<file path="config.mk">
export PLATFORM = sky130hd
export DESIGN_NAME = anton_neopixel_multi_stream
export DESIGN_NICKNAME = d
export VERILOG_FILES = /design/src/rtl/anton_neopixel_multi_stream.sv
export SDC_FILE = /design/constraint.sdc
export NUM_CORES = 1
export LEC_CHECK = 0
export CORE_MARGIN = 2
export CORE_UTILIZATION = 35
export DETAILED_ROUTE_END_ITERATION = 6
export GPL_ROUTABILITY_DRIVEN = 0
export SYNTH_ARGS = -nofsm -noshare
export SYNTH_HDL_FRONTEND = slang
export SYNTH_SLANG_ARGS = --single-unit
</file>
<file path="constraint.sdc">
create_clock -name clk6_4mhz -period 3.3 [get_ports clk6_4mhz]
set_input_delay 0.33 -clock clk6_4mhz [delete_from_list [all_inputs] [get_ports clk6_4mhz]]
set_output_delay 0.33 -clock clk6_4mhz [all_outputs]
set_load 0.02 [all_outputs]
</file>
<file path="src/rtl/anton_neopixel_multi_stream.sv">
// Multi-channel NeoPixel frame streamer: fetches one pixel word per channel
// and serialises all channels in lockstep, followed by a sync-low gap.
module anton_neopixel_multi_stream #(
  parameter int CHANNELS    = 4,
  parameter int PIXEL_MAX   = 255,
  parameter int RESET_DELAY = 400,
  localparam int AW = $clog2(PIXEL_MAX + 1)
) (
  input  logic                  clk6_4mhz,
  input  logic                  resetN,
  input  logic                  start,
  input  logic                  stop,
  input  logic                  loop,
  input  logic                  mode32,
  input  logic [AW-1:0]         pixelCount,
  output logic                  pixReq,
  output logic [AW-1:0]         pixAddr,
  input  logic                  pixAck,
  input  logic [CHANNELS*32-1:0] pixData,
  output logic [CHANNELS-1:0]   neoData,
  output logic                  busy,
  output logic                  frameDone,
  output logic                  underrun,
  input  logic                  clearUnderrun
);

  localparam int SW = (RESET_DELAY > 1) ? $clog2(RESET_DELAY) : 1;

  typedef enum logic [1:0] {IDLE, FETCH, STREAM, SYNC} state_t;

  state_t        state;
  logic [AW-1:0] last;
  logic [AW-1:0] pix;
  logic          m32;
  logic          stop_pend;
  logic          nxt_valid;
  logic [2:0]    phase;
  logic [4:0]    bitn;
  logic [SW-1:0] sync_cnt;
  logic [31:0]   shift [CHANNELS];
  logic [31:0]   nxt   [CHANNELS];

  logic bit_last;
  logic pix_first;
  logic pix_end;
  logic sync_end;
  logic ack;

  // Pixels are kept MSB-aligned so bit 31 is always the bit on the wire.
  function automatic logic [31:0] align(input logic [31:0] d, input logic m);
    return m ? d : {d[23:0], 8'h00};
  endfunction

  assign bit_last  = bitn == (m32 ? 5'd31 : 5'd23);
  assign pix_first = (state == STREAM) && (phase == 3'd0) && (bitn == 5'd0);
  assign pix_end   = (state == STREAM) && (phase == 3'd7) && bit_last;
  assign sync_end  = (state == SYNC) && (sync_cnt == SW'(RESET_DELAY - 1));
  assign ack       = pixReq && pixAck;
  assign busy      = state != IDLE;
  assign frameDone = sync_end;

  always_comb begin
    neoData = '0;
    for (int c = 0; c < CHANNELS; c++) begin
      neoData[c] = (state == STREAM) &&
                   (phase < (shift[c][31] ? 3'd5 : 3'd2));
    end
  end

  always_ff @(posedge clk6_4mhz or negedge resetN) begin
    if (!resetN) begin
      state     <= IDLE;
      pixReq    <= 1'b0;
      pixAddr   <= '0;
      last      <= '0;
      pix       <= '0;
      m32       <= 1'b0;
      stop_pend <= 1'b0;
      nxt_valid <= 1'b0;
      underrun  <= 1'b0;
      phase     <= '0;
      bitn      <= '0;
      sync_cnt  <= '0;
      for (int c = 0; c < CHANNELS; c++) begin
        shift[c] <= '0;
        nxt[c]   <= '0;
      end
    end else begin
      if (ack) pixReq <= 1'b0;
      if (stop && state != IDLE) stop_pend <= 1'b1;
      if (clearUnderrun) underrun <= 1'b0;

      unique case (state)
        IDLE: begin
          if (start) begin
            state     <= FETCH;
            pixReq    <= 1'b1;
            pixAddr   <= '0;
            m32       <= mode32;
            last      <= pixelCount;
            stop_pend <= 1'b0;
            nxt_valid <= 1'b0;
          end
        end
        FETCH: begin
          if (ack) begin
            state <= STREAM;
            phase <= '0;
            bitn  <= '0;
            pix   <= '0;
            for (int c = 0; c < CHANNELS; c++)
              shift[c] <= align(pixData[32*c +: 32], m32);
          end
        end
        STREAM: begin
          if (ack) begin
            nxt_valid <= 1'b1;
            for (int c = 0; c < CHANNELS; c++)
              nxt[c] <= align(pixData[32*c +: 32], m32);
          end
          if (pix_first && pix != last) begin
            pixReq  <= 1'b1;
            pixAddr <= pix + AW'(1);
          end
          if (pix_end) begin
            phase <= '0;
            bitn  <= '0;
            if (pix == last) begin
              state    <= SYNC;
              sync_cnt <= '0;
            end else if (nxt_valid) begin
              nxt_valid <= 1'b0;
              pix       <= pix + AW'(1);
              for (int c = 0; c < CHANNELS; c++)
                shift[c] <= nxt[c];
            end else begin
              underrun <= 1'b1;
              state    <= SYNC;
              sync_cnt <= '0;
            end
          end else begin
            phase <= phase + 3'd1;
            if (phase == 3'd7) begin
              bitn <= bitn + 5'd1;
              for (int c = 0; c < CHANNELS; c++)
                shift[c] <= {shift[c][30:0], 1'b0};
            end
          end
        end
        SYNC: begin
          sync_cnt <= sync_cnt + SW'(1);
          if (sync_end) begin
            stop_pend <= 1'b0;
            nxt_valid <= 1'b0;
            if (loop && !(stop_pend || stop)) begin
              state   <= FETCH;
              pixReq  <= 1'b1;
              pixAddr <= '0;
            end else begin
              state <= IDLE;
            end
          end
        end
      endcase
    end
  end

endmodule

</file>
==> summary by stage, run 1 <==
Detailed routing
The remaining antenna violation count after routing is 0. The per-cell via count in the routed design is 5.12. After detailed routing, the total wire length is just over 40 mm.

The average wire length per cell after detail routing is between 15 and 20 um. The detailed router placed roughly 12,000 vias in this run. After detailed routing, the number of remaining DRC violations is 0. The number of iterations in the first detailed-routing pass is 4. The violation count after the first detailed-routing iteration is 711.

Pwr
The clock share of power is approximately a fifth. In this run switching power makes up around 35% of total power. The maximum resistive drop on vdd is a little under 600 uV. The sequential share of power is 33.0%. The internal power contribution is between 10 and 15 mW. The leakage power total is 9.42 nW. In this run, the combinational gates consume 47.9% of the power.

Summed over all nets, the switching power comes to about 7.1 mW. The total power divided by cell area is roughly 1000 nW/um^2.

Yosys
The synthesized flop and latch total is about 300. Ranked by total cell area, the synthesized netlist is headed by dfrtp_1 46%, mux2i_1 17%, mux2_4 9.8%. The average cell area after synthesis is approximately 11 um^2. Summing the sequential cell areas from Yosys gives between 40% and 50% of the chip area. The number of synthesis warnings is 0. Of all cell types, the one taking the most synthesized area is dfrtp_1.

Counting distinct cell types in the post-synthesis netlist gives 61. Counting flops with an async set or reset pin after synthesis yields a share of 100%. The net count after synthesis is ~1,700. The synthesized design devotes to its leading area cell type 45.7% of total area. In this run, synthesis inferred 0 flip-flops with an integrated enable. The number of instances in the synthesized netlist is 1,515. The main flop type after synthesis is dfrtp_1. Summing every instance area after synthesis gives approximately 17,000 um^2.

Finish
The most frequent standard cell in the layout excluding fill and tap cells is dfrtp_1. The count of nets after finishing is approximately 1,800. The area taken by flip-flops and latches is 7610 um^2.

The synthesis-to-layout area growth is 19.8%. The library cells used most frequently in the layout, excluding fill and tap cells, are 303 x dfrtp_1, 291 x mux2i_1, 242 x nand2_1, 158 x clkdlybuf4s50_1, 152 x o21ai_0. The antenna diode count is 0. The filler cell count is between 4,000 and 5,000. The share of cells above drive strength 1 is between 10 and 15%. The core utilization of the finished layout is between 40% and 50%.

The multi-input gate area in the final layout is 8400 um^2. The finished layout cell area is 20,000 um^2.

STA
The number of endpoints failing setup at the final stage is 0. After layout, the minimum clock period comes to 3050 ps. Based on the critical path, the design can be clocked at up to 328 MHz.

Setup repair after global routing left no endpoint under its margin. The max-slew violation count is 0. On the final layout, the worst hold slack is ~360 ps. In the finished design, the share of the clock period the worst path needs comes to 92.4%. The final-report hold violation count is 0. Clock skew on the completed layout was measured at about 13 ps.

At the pin with the least slew margin, the transition time is slightly above 900 ps. The headroom to the max-slew limit is 38.5%. Across all setup checks in the final design, the least slack found is ~250 ps.

The sum of negative setup slack is 0 ps.

Setup path
The type of the worst setup path is flop to output port. The worst-path maximum fanout is 7. Data on the critical path is required at its endpoint by around 3000 ps. The worst setup path is launched from a flop. The worst setup path is captured at an output port. The data arrival time at the worst-slack endpoint is between 2000 and 3000 ps.

Global route
The routing layer with the top usage in global route is met2. The maximum number of pins on one net before global-route repair is roughly 160. For this run, global-route usage on met2 was measured as between 20% and 30%. The number of global-route vias before repair is 12,006. The number of antenna violations at the first check in global routing is 0. Global routing consumed, over all layers together, 16.4% of the routing resources.

The first global-routing pass estimated about 66 mm of wire. The global route total overflow is 0. Global routing used 22.8% of the available met1 tracks. In the global route stage, met3 resource usage came out at 2.62%.

Outcome
The flow ran to the end, and the final reports show no timing, DRC or antenna violations.

CTS
The H-tree generated during clock tree synthesis spans 2 levels. The clock passes through at most 3 buffers. The clock-pin slew on the worst setup and hold paths is roughly 50 ps.

Gates resized during post-CTS repair numbered 0. TritonCTS built the clock tree. The clock net sink count is 304.

The number of buffers created by CTS is 37. The tree is rooted in a clkbuf_16. At the later pin of the worst-skew pair, clock insertion delay measures around 530 ps.

Placement
Timing analysis after detailed placement gives a worst setup slack of 549 ps. After legalization and detailed placement, the total HPWL measured roughly 26 mm. The number of buffer cells added on primary ports is around 160. Once placement finished, the instance area stood at between 15,000 and 20,000 um^2.

Floorplan
From bottom edge to top edge, the die measures 222 um. The core footprint is 46,800 um^2. Pin placement for this block handled between 150 and 200 I/O pins. The overall die width is 222 um. The die covers about 49,000 um^2. The effective utilization at floorplan is a little over a third. The floorplan has 79 rows.

Flow run
The number of max-cap violations is 0.

Hold path
In this run the worst hold path is classified as primary input to flop.
-- state kept, by name, summed over array words and instances (netlist names), 2 cells and up --
signal and flops:
nxt 128, shift 128, sync_cnt 9, last 8, pixAddr 8, pix 8
bitn 5, phase 3, state 2
-- synthesized netlist by cell type, drive strengths merged (2+ instances only) --
cell and count:
o31ai 3, buf 47, a2bb2oi 4, xnor2 11
and4 2, nor3 5, a31oi 31, clkbuf 61
and3 4, or4 7, a21oi 50, or2 2
inv 22, a21boi 4, nand4 6, a211o 3
o211ai 6, o21ai 154, nor4 4, nand3 20
nor2b 5, nor2 17, nor3b 6, and2 5
mux2 147, or3 2, a311o 2, a22o 2
a211oi 2, xor2 3, ha 19, mux2i 291
o22ai 4, dfrtp 304, nand2b 4, nand2 242
a311oi 3
-- timing repair --
action	CTS	global route
hold endpoints to repair	102	0
setup buffers	0	0
hold buffers	1	0
-- final cells by class --
cell class	count	share of cell area, %
clock inverters	6	0.301
multi-input cells	1080	42.1
flip-flops and latches	304	38.1
inverters	23	0.433
well taps	607	3.81
clock buffers	55	5.33
repair buffers	188	9.92
-- final timing paths --
kind	end	depth (start not counted)	startpoint	slack (ps)
max	frameDone	4	sync_cnt[0]$_DFFE_PN0P_	250
min	underrun$_DFF_PN0_	2	clearUnderrun	360
max reg2reg	shift[3]$_DFFE_PN0P_	8	phase[1]$_DFFE_PN0P_	600
min reg2reg	nxt[96]$_DFFE_PN0P_	2	nxt[96]$_DFFE_PN0P_	470
max in group asynchronous	nxt[113]$_DFFE_PN0P_	3	resetN	1880
min in group asynchronous	shift[25]$_DFFE_PN0P_	2	resetN	460
-- worst max-delay path, stage by stage, from the launching register on --
cell	delay, ps
dfrtp_1	430
ha_1	270
nand3_1	240
nor4_1	540
clkdlybuf4s50_1	710
-- power groups by stage --
| stage | Combinational (mW) | Clock, mW | Sequential, mW |
|---|---|---|---|
| global route | 10.6 | 4.12 | 6.88 |
| floorplan | 7.98 | 0 | 6.33 |
| global placement | 9.48 | 0 | 6.65 |
| finish | 9.64 | 3.85 | 6.66 |
| CTS | 9.74 | 3.99 | 6.66 |
| detailed placement | 9.72 | 0 | 6.68 |
-- routing by layer --
layer / up-vias / part of all wire, %
met1: 5711 / 48
met5: - / 0
met2: 218 / 46
met4: 0 / 2.0
li1: 5604 / -
met3: 46 / 4.0
-- kinds of logic after synthesis --
group                      share of synthesized area (%)
muxes                                               29.9
and+or+nand+nor                                     8.73
DFF                                                 45.7
AOI/OAI and AO/OA                                   9.44
buffers and inverters                               4.13
adders and majority gates                           1.43
xor gates and xnor gates                           0.736
-- per-stage QoR --
stage	total power [mW]	instances
2_1_floorplan	14.3	1515
3_3_place_gp	16.1	2201
3_5_place_dp	16.4	2201
4_1_cts	20.4	2263
5_1_grt	21.6	2263
6_report	20.1	2263
Power figures use the tool's default switching activity.
==> run 2, diff against run 1 <==
--- a/config.mk
+++ b/config.mk
@@ -6,7 +6,7 @@
 export NUM_CORES = 1
 export LEC_CHECK = 0
 export CORE_MARGIN = 2
-export CORE_UTILIZATION = 35
+export CORE_UTILIZATION = 34
 export DETAILED_ROUTE_END_ITERATION = 6
 export GPL_ROUTABILITY_DRIVEN = 0
 export SYNTH_ARGS = -nofsm -noshare
==> run 2 against run 1 <==
Worst hold slack worse by 4.7 ps. Sequential cell count is the same. Register-to-register slack worse by 100 ps. Clock skew is 5.4 ps higher. Global-route usage is 0.069 points higher. Non-clock buffer count rose by 2. Via count up 1.5%. First-iteration DRC count up 6.0%. Critical path type unchanged. Critical endpoint unchanged.
==> summary by stage, run 2 (synthesis results as in run 1) <==
STA
The max-slew violation count is 0 (unchanged). The final-report hold violation count is 0 (unchanged). The maximum clock skew at final layout is 17.9 ps (+5.40 ps). The final worst hold slack is 359 ps (-4.71 ps).

The shortest period the worst path allows came to 3140 ps (+88.5 ps). The slew at the pin closest to its max-slew limit is 943 ps (+20.6 ps). Setup repair after global routing left no endpoint under its margin. The number of endpoints failing setup at the final stage was 0 (unchanged). The final clock period utilization by the worst path is 95.1% (+2.7 points).

The headroom to the max-slew limit was 37.1% (-1.4 points). The worst-case setup margin in the final layout is 162 ps (-88.5 ps). The maximum clock rate is 319 MHz (-2.8%).

The sum of negative setup slack is 0 ps (unchanged).

Setup path
The reg-to-reg setup timing slack was 500 ps (-100 ps). The type of the worst setup path is flop to output port. The path depth of the worst reg2reg path is 9 (+1). The worst flop-to-flop path endpoint is shift[51]$_DFFE_PN0P_. The worst register-to-register path begins at phase[1]$_DFFE_PN0P_.

The startpoint type of the worst setup path is a flop. The worst-path cell with the longest stage delay is clkdlybuf4s50_1. The worst setup path is captured at an output port.

Walking the worst path, the cells encountered are ha_1 -> nand3_1 -> nor4_1 -> clkdlybuf4s50_1. The data required time at the worst endpoint came to 2970 ps (about the same). The data arrival time at the worst-slack endpoint is 2810 ps (+90 ps). The worst-path maximum fanout is 7 (unchanged). The largest stage delay on the critical path came to 720 ps (about the same).

Pwr
The net switching share of the total power was 35.6% (+0.23 points). The combinational group share of total power is 47.6% (-0.3 points). The sequential share of power was 32.4% (-0.6 points).

The internal power contribution is 13.2 mW (+1.2%). The net switching power is 7.29 mW (+2.2%). The maximum resistive drop on vdd is 621 uV (+6.7%).

The overall power consumption came to 20.5 mW (+1.6%). The leakage power total is 9.46 nW (+0.44%). The clock share of power is 20.0% (+0.9 points). The total power divided by cell area is 1020 nW/um^2 (+1.1%).

Hold path
The cell depth of the worst min-delay path was 2 (unchanged). The startpoint identified for the worst hold timing path is clearUnderrun. The worst hold path class is primary input to flop. For hold timing, the worst endpoint is underrun$_DFF_PN0_.

CTS
The count of buffers added by post-CTS timing repair for setup is 0 (unchanged). The TritonCTS clock tree is done. The number of buffers created by CTS is 38 (+2.7%).

The quantity of gates resized following cts is 0 (unchanged). The CTS root buffer is clkbuf_16. The clock-pin slew on the worst setup and hold paths is 60 ps (about the same). The number of H-tree levels came to 2 (unchanged).

The clock latency on the worst-skew pair is 540 ps (about the same). The clock net sink count is 304 (unchanged). The number of buffers between clock root and the deepest sink is 3 (unchanged). The count of hold buffers inserted by post-cts repair is 1 (unchanged).

Floorplan
The vertical die dimension came to 225 um (+1.4%). The overall die width is 225 um (+1.4%). The full die area is 50,800 um^2 (+2.9%). The effective utilization at floorplan is 34.2% (-1.4 points).

The I/O pin total is 160 (unchanged). The number of core rows is 81 (+2.5%). The core footprint came to 48,600 um^2 (+4.0%).

Finish
The finished layout cell area is 20,100 um^2 (+0.48%). The top cell types in the final layout, fill and taps aside, are 303 x dfrtp_1, 291 x mux2i_1, 242 x nand2_1, 158 x clkdlybuf4s50_1, 152 x o21ai_0. The filler cell count is 4,667 (+4.3%). The share of cells above drive strength 1 is 14.9% (+0.52 points). The count of nets after finishing is 1,800 (+0.17%). In the final layout, the registers with the most flip-flops are nxt x128, shift x128, sync_cnt x9. The count of non-filler cells in the finished layout is 2,281 (+0.80%).

Leaving out fill and tap cells, the most frequent cell in the layout is dfrtp_1. The core utilization of the finished layout came to 41.2% (-1.5 points). The antenna diode count is 0 (unchanged). From synthesis to final layout, the design area changed by 20.4%.

Detailed routing
The post-detailed-route DRC marker count is 0 (unchanged). The total number of vias is 11,750 (+1.5%). The violation count after the first detailed-routing iteration came to 754 (+6.0%). The number of iterations in the first detailed-routing pass is 5 (+1). The remaining antenna violation count after routing was 0 (unchanged). The per-cell via count in the routed design is 5.15 (+0.68%). The total routed wirelength is 41.2 mm (+2.2%).

The average wire length per cell after detail routing is 18.0 um (+1.4%).

Global route
The wire length of the first global-routing pass is 66.7 mm (+1.4%). The number of global-route vias before repair is 12,122 (+0.97%). The maximum number of pins on one net before global-route repair is 137 (-15%). The overall fraction of global-route tracks in use was 16.5% (+0.069 points).

The global route total overflow came to 0 (unchanged). The number of antenna violations at the first check in global routing is 0 (unchanged).

Placement
The number of buffer cells added on primary ports is 159 (unchanged). The cell total after placement is 2,218 (+0.77%). The cell area after placement came to 18,800 um^2 (about the same). The minimum setup slack after placement is 511 ps (-37.8 ps).

The half-perimeter wire length after detailed placement is 26.5 mm (+3.0%).

Flow run
The number of max-cap violations is 0 (unchanged).

Outcome
The run finished with clean final reports.
run 2: cell types whose count changed in the layout (fill, tap and decap cells not counted):
| cell | change |
|---|---|
| buf_12 | -2 |
| buf_4 | +4 |
| bufinv_16 | +1 |
| clkbuf_1 | -6 |
| clkbuf_16 | +2 |
| clkinv_2 | +1 |
| clkinvlp_4 | +2 |
| inv_6 | +1 |
run 2: worst max-delay path, delay by kind of cell, from the launching register on:
family / cells / cell delay, ps
adder cells (fa/ha/maj): 1 / 280
buffers and inverters: 1 / 720
AND/OR/NAND/NOR: 2 / 830
flip-flops: 1 / 440
run 2: power groups by stage:
stage                     registers (mW)  logic, mW  clock network [mW]
after floorplan                     6.33       7.98                   0
after global placement              6.63       9.52                   0
after detailed placement            6.67       9.79                   0
after CTS                           6.64       9.82                4.20
after global routing                6.86       10.7                4.35
final                               6.63       9.74                4.08
run 2: worst max path at each step:
stage	from	to	slack (ps)	cells past startpoint
after global routing	sync_cnt[0]$_DFFE_PN0P_	frameDone	80	4
after floorplan	state[0]$_DFFE_PN0P_	pixReq$_DFF_PN0_	1000	7
after CTS	sync_cnt[0]$_DFFE_PN0P_	frameDone	140	4
after detailed placement	phase[1]$_DFFE_PN0P_	shift[45]$_DFFE_PN0P_	510	9
final	sync_cnt[0]$_DFFE_PN0P_	frameDone	160	4
after global placement	phase[1]$_DFFE_PN0P_	shift[30]$_DFFE_PN0P_	570	9
run 2: cell type report:
cell class                 count  area, um^2  share of cell area, %
clock buffer                  51        1090                   5.44
tap                          622         778                   3.88
multi-input combinational   1080        8400                   41.9
clock inverter                11         119                  0.593
inverter                      23        86.3                  0.431
timing repair buffer         190        1970                   9.82
sequential                   304        7610                   38.0
run 2: routing by layer:
layer	vias to the layer above	share of wire [%]	track usage, %
li1	5629	-	-
met1	5836	47	22.4
met2	229	47	26.7
met3	56	3.9	2.63
met4	0	2.3	5.32
met5	-	0	0
==> run 3, diff against run 2 <==
--- a/config.mk
+++ b/config.mk
@@ -5,10 +5,14 @@
 export SDC_FILE = /design/constraint.sdc
 export NUM_CORES = 1
 export LEC_CHECK = 0
+export CELL_PAD_IN_SITES_DETAIL_PLACEMENT = 0
+export CELL_PAD_IN_SITES_GLOBAL_PLACEMENT = 1
 export CORE_MARGIN = 2
 export CORE_UTILIZATION = 34
 export DETAILED_ROUTE_END_ITERATION = 6
 export GPL_ROUTABILITY_DRIVEN = 0
+export PLACE_DENSITY_LB_ADDON = 0.1
+export SETUP_SLACK_MARGIN = 0.5
 export SYNTH_ARGS = -nofsm -noshare
 export SYNTH_HDL_FRONTEND = slang
 export SYNTH_SLANG_ARGS = --single-unit
==> run 3 against run 2 <==
First-iteration DRC count is 6.0% lower. Combinational power is 1% lower. Sequential power hardly changed. Total power is 0.26% lower. Highest routed layer unchanged.
==> summary by stage, run 3 (synthesis results as in run 1) <==
Outcome
The run finished with clean final reports.

STA
The sum of negative setup slack is 0 ps (unchanged). The shortest period the worst path allows was 2670 ps (-466 ps). The max-slew violation count is 0 (unchanged). The maximum clock skew at final layout came to 13.0 ps (-4.88 ps).

The final-report hold violation count is 0 (unchanged). The headroom to the max-slew limit was 30.2% (-6.9 points). Setup repair after global routing left no endpoint under its margin. The maximum clock rate is 374 MHz (+17%). The slew at the pin closest to its max-slew limit came to 1050 ps (+104 ps).

The number of endpoints failing setup at the final stage is 0 (unchanged). The final clock period utilization by the worst path came to 81.0% (-14 points).

Pwr
The clock share of power is 20.2% (+0.2 points). The total power divided by cell area came to 1020 nW/um^2 (-0.45%). The maximum resistive drop on vdd is 793 uV (+28%). The net switching power is 7.30 mW (+0.24%). The leakage power total came to 9.51 nW (+0.46%).

The combinational group share of total power is 47.3% (-0.3 points). The net switching share of the total power was 35.8% (+0.18 points). The sequential share of power is 32.6% (+0.2 points). The internal power contribution was 13.1 mW (-0.53%).

Placement
The number of buffer cells added on primary ports is 159 (unchanged). The half-perimeter wire length after detailed placement came to 27.2 mm (+2.6%).

Global route
The met2 demand-to-capacity share in global routing is 27.4% (+0.66 points). The global route total overflow is 0 (unchanged). The global routing met1 resource utilization came to 25.1% (+2.7 points). The wire length of the first global-routing pass came to 69.9 mm (+4.8%). The met3 track demand over resource in global routing was 2.54% (-0.091 points).

The number of antenna violations at the first check in global routing is 0 (unchanged). The overall fraction of global-route tracks in use is 17.5% (+1.0 points). After global routing, the most crowded layer is met2. The maximum number of pins on one net before global-route repair is 94 (-31%). The number of global-route vias before repair is 11,913 (-1.7%).

CTS
The clock latency on the worst-skew pair is 550 ps (about the same). The clock-pin slew on the worst setup and hold paths is 60 ps (about the same). The TritonCTS clock tree is done. The number of buffers created by CTS is 39 (+2.6%). The clock net sink count is 304 (unchanged). The count of buffers added by post-CTS timing repair for setup was 0 (unchanged). The number of buffers between clock root and the deepest sink is 3 (unchanged). The number of H-tree levels was 2 (unchanged). The root buffer cell chosen for the clock tree is clkbuf_16.

Detailed routing
The average wire length per cell after detail routing is 19.1 um (+5.7%). The violation count after the first detailed-routing iteration is 709 (-6.0%). The remaining antenna violation count after routing is 0 (unchanged). The per-cell via count in the routed design is 5.08 (-1.4%). The number of iterations in the first detailed-routing pass is 4 (-1). The total number of vias is 11,603 (-1.3%). The post-detailed-route DRC marker count is 0 (unchanged). The total routed wirelength is 43.6 mm (+5.9%).

Finish
The area growth from synthesis to layout is 20.6%. The library cells used most frequently in the layout, excluding fill and tap cells, are 303 x dfrtp_1, 291 x mux2i_1, 242 x nand2_1, 153 x clkdlybuf4s50_1, 152 x o21ai_0. In the final layout, the registers with the most flip-flops are nxt x128, shift x128, sync_cnt x9.

The antenna diode count is 0 (unchanged). The area taken by flip-flops and latches is 7610 um^2 (unchanged). The filler cell count was 4,750 (+1.8%).

The count of nets after finishing was 1,799 (-0.056%). The core utilization of the finished layout is 41.3% (+0.080 points). The share of cells above drive strength 1 came to 14.9% (-0.036 points). The library cell used most frequently in the layout, excluding fill and tap cells, is dfrtp_1. The multi-input gate area in the final layout is 8440 um^2 (+0.45%).

Setup path
Counting stages on the worst path, the most repeated cell is inv_1. The buffers plus inverters on the worst setup path is 4 (+3). The data arrival time at the worst-slack endpoint is 2340 ps (-470 ps).

The sort of element at the end of the critical path is an output port. The signal on the critical path passes through inv_1 -> ha_4 -> inv_1 -> buf_4 -> nor3b_1 -> dlygate4sd2_1. The worst-path maximum fanout is 11 (+4). The data required time at the worst endpoint is 2970 ps (about the same). The worst-path cell with the longest stage delay is dfrtp_1.

The type of the worst setup path is flop to output port. The worst setup path is launched from a flop. The largest stage delay on the critical path came to 430 ps (-290 ps).

The largest delay contributor family on the critical path is buffers and inverters.

Floorplan
The number of core rows is 81 (unchanged). The vertical die dimension is 225 um (unchanged). The core footprint came to 48,600 um^2 (unchanged). The I/O pin total was 160 (unchanged). The effective utilization at floorplan came to 34.2% (unchanged). The overall die width is 225 um (unchanged). The full die area is 50,800 um^2 (unchanged).

Hold path
The tightest min-delay check is of the primary input to flop type.

Flow run
The number of max-cap violations is 0 (unchanged).
run 3: cell count changes in the layout (fill, tap and decap cells not counted), sizes merged:
| cell | previous run | this run |
|---|---|---|
| bufinv | 2 | 1 |
| clkinvlp | 4 | 1 |
| dlymetal6s2s | 0 | 1 |
| clkbuf | 51 | 59 |
| inv | 23 | 22 |
| clkdlybuf4s50 | 158 | 153 |
| buf | 31 | 29 |
| clkinv | 5 | 8 |
| dlygate4sd2 | 0 | 4 |
run 3: power groups by stage:
stage	clock [mW]	combinational, mW	sequential, mW
3_5_place_dp	0	9.76	6.68
2_1_floorplan	0	7.98	6.33
4_1_cts	4.27	9.77	6.64
3_3_place_gp	0	9.59	6.67
5_1_grt	4.42	10.6	6.88
6_report	4.12	9.64	6.64
run 3: worst paths after layout:
kind	startpoint	endpoint	slack, ps	depth (start not counted)
setup / recovery	state[0]$_DFFE_PN0P_	neoData[0]	630	6
hold / removal	clearUnderrun	underrun$_DFF_PN0_	350	2
setup reg to reg	state[1]$_DFFE_PN0P_	shift[58]$_DFFE_PN0P_	660	7
hold reg to reg	nxt[0]$_DFFE_PN0P_	nxt[0]$_DFFE_PN0P_	470	2
max in group asynchronous	resetN	shift[52]$_DFFE_PN0P_	1970	3
min in group asynchronous	resetN	nxt[26]$_DFFE_PN0P_	400	2
run 3: cell type report:
cell class / instances / area share [%]
multi-input cells: 1080 / 42.0
flip-flops and latches: 304 / 37.9
repair buffers: 188 / 9.78
clock buffers: 59 / 5.69
well taps: 622 / 3.87
inverters: 23 / 0.430
clock inverters: 9 / 0.361
run 3: routing by layer:
layer,vias up,part of all wire (%)
met5,-,0
met4,0,1.8
met3,54,3.2
met2,166,45
met1,5750,50
li1,5633,-
run 3: through the flow:
stage	std cells	instance area [um^2]	total power [mW]	setup slack, ps	hold slack, ps
after detailed placement	2216	18800	16.4	596	416
final	2285	20100	20.4	628	346
after global placement	2216	18800	16.3	678	422
after floorplan	1515	16700	14.3	1000	34.4
after CTS	2285	20100	20.7	327	321
after global routing	2285	20100	21.9	509	369
run 3: what timing repair did:
action / 4_1_cts / 5_1_grt
hold buffers: 1 / 0
endpoints found under the hold margin: 78 / 0
resized for setup: 7 / 4
pin swaps: 0 / 1
endpoints found under the setup margin: 5 / 8
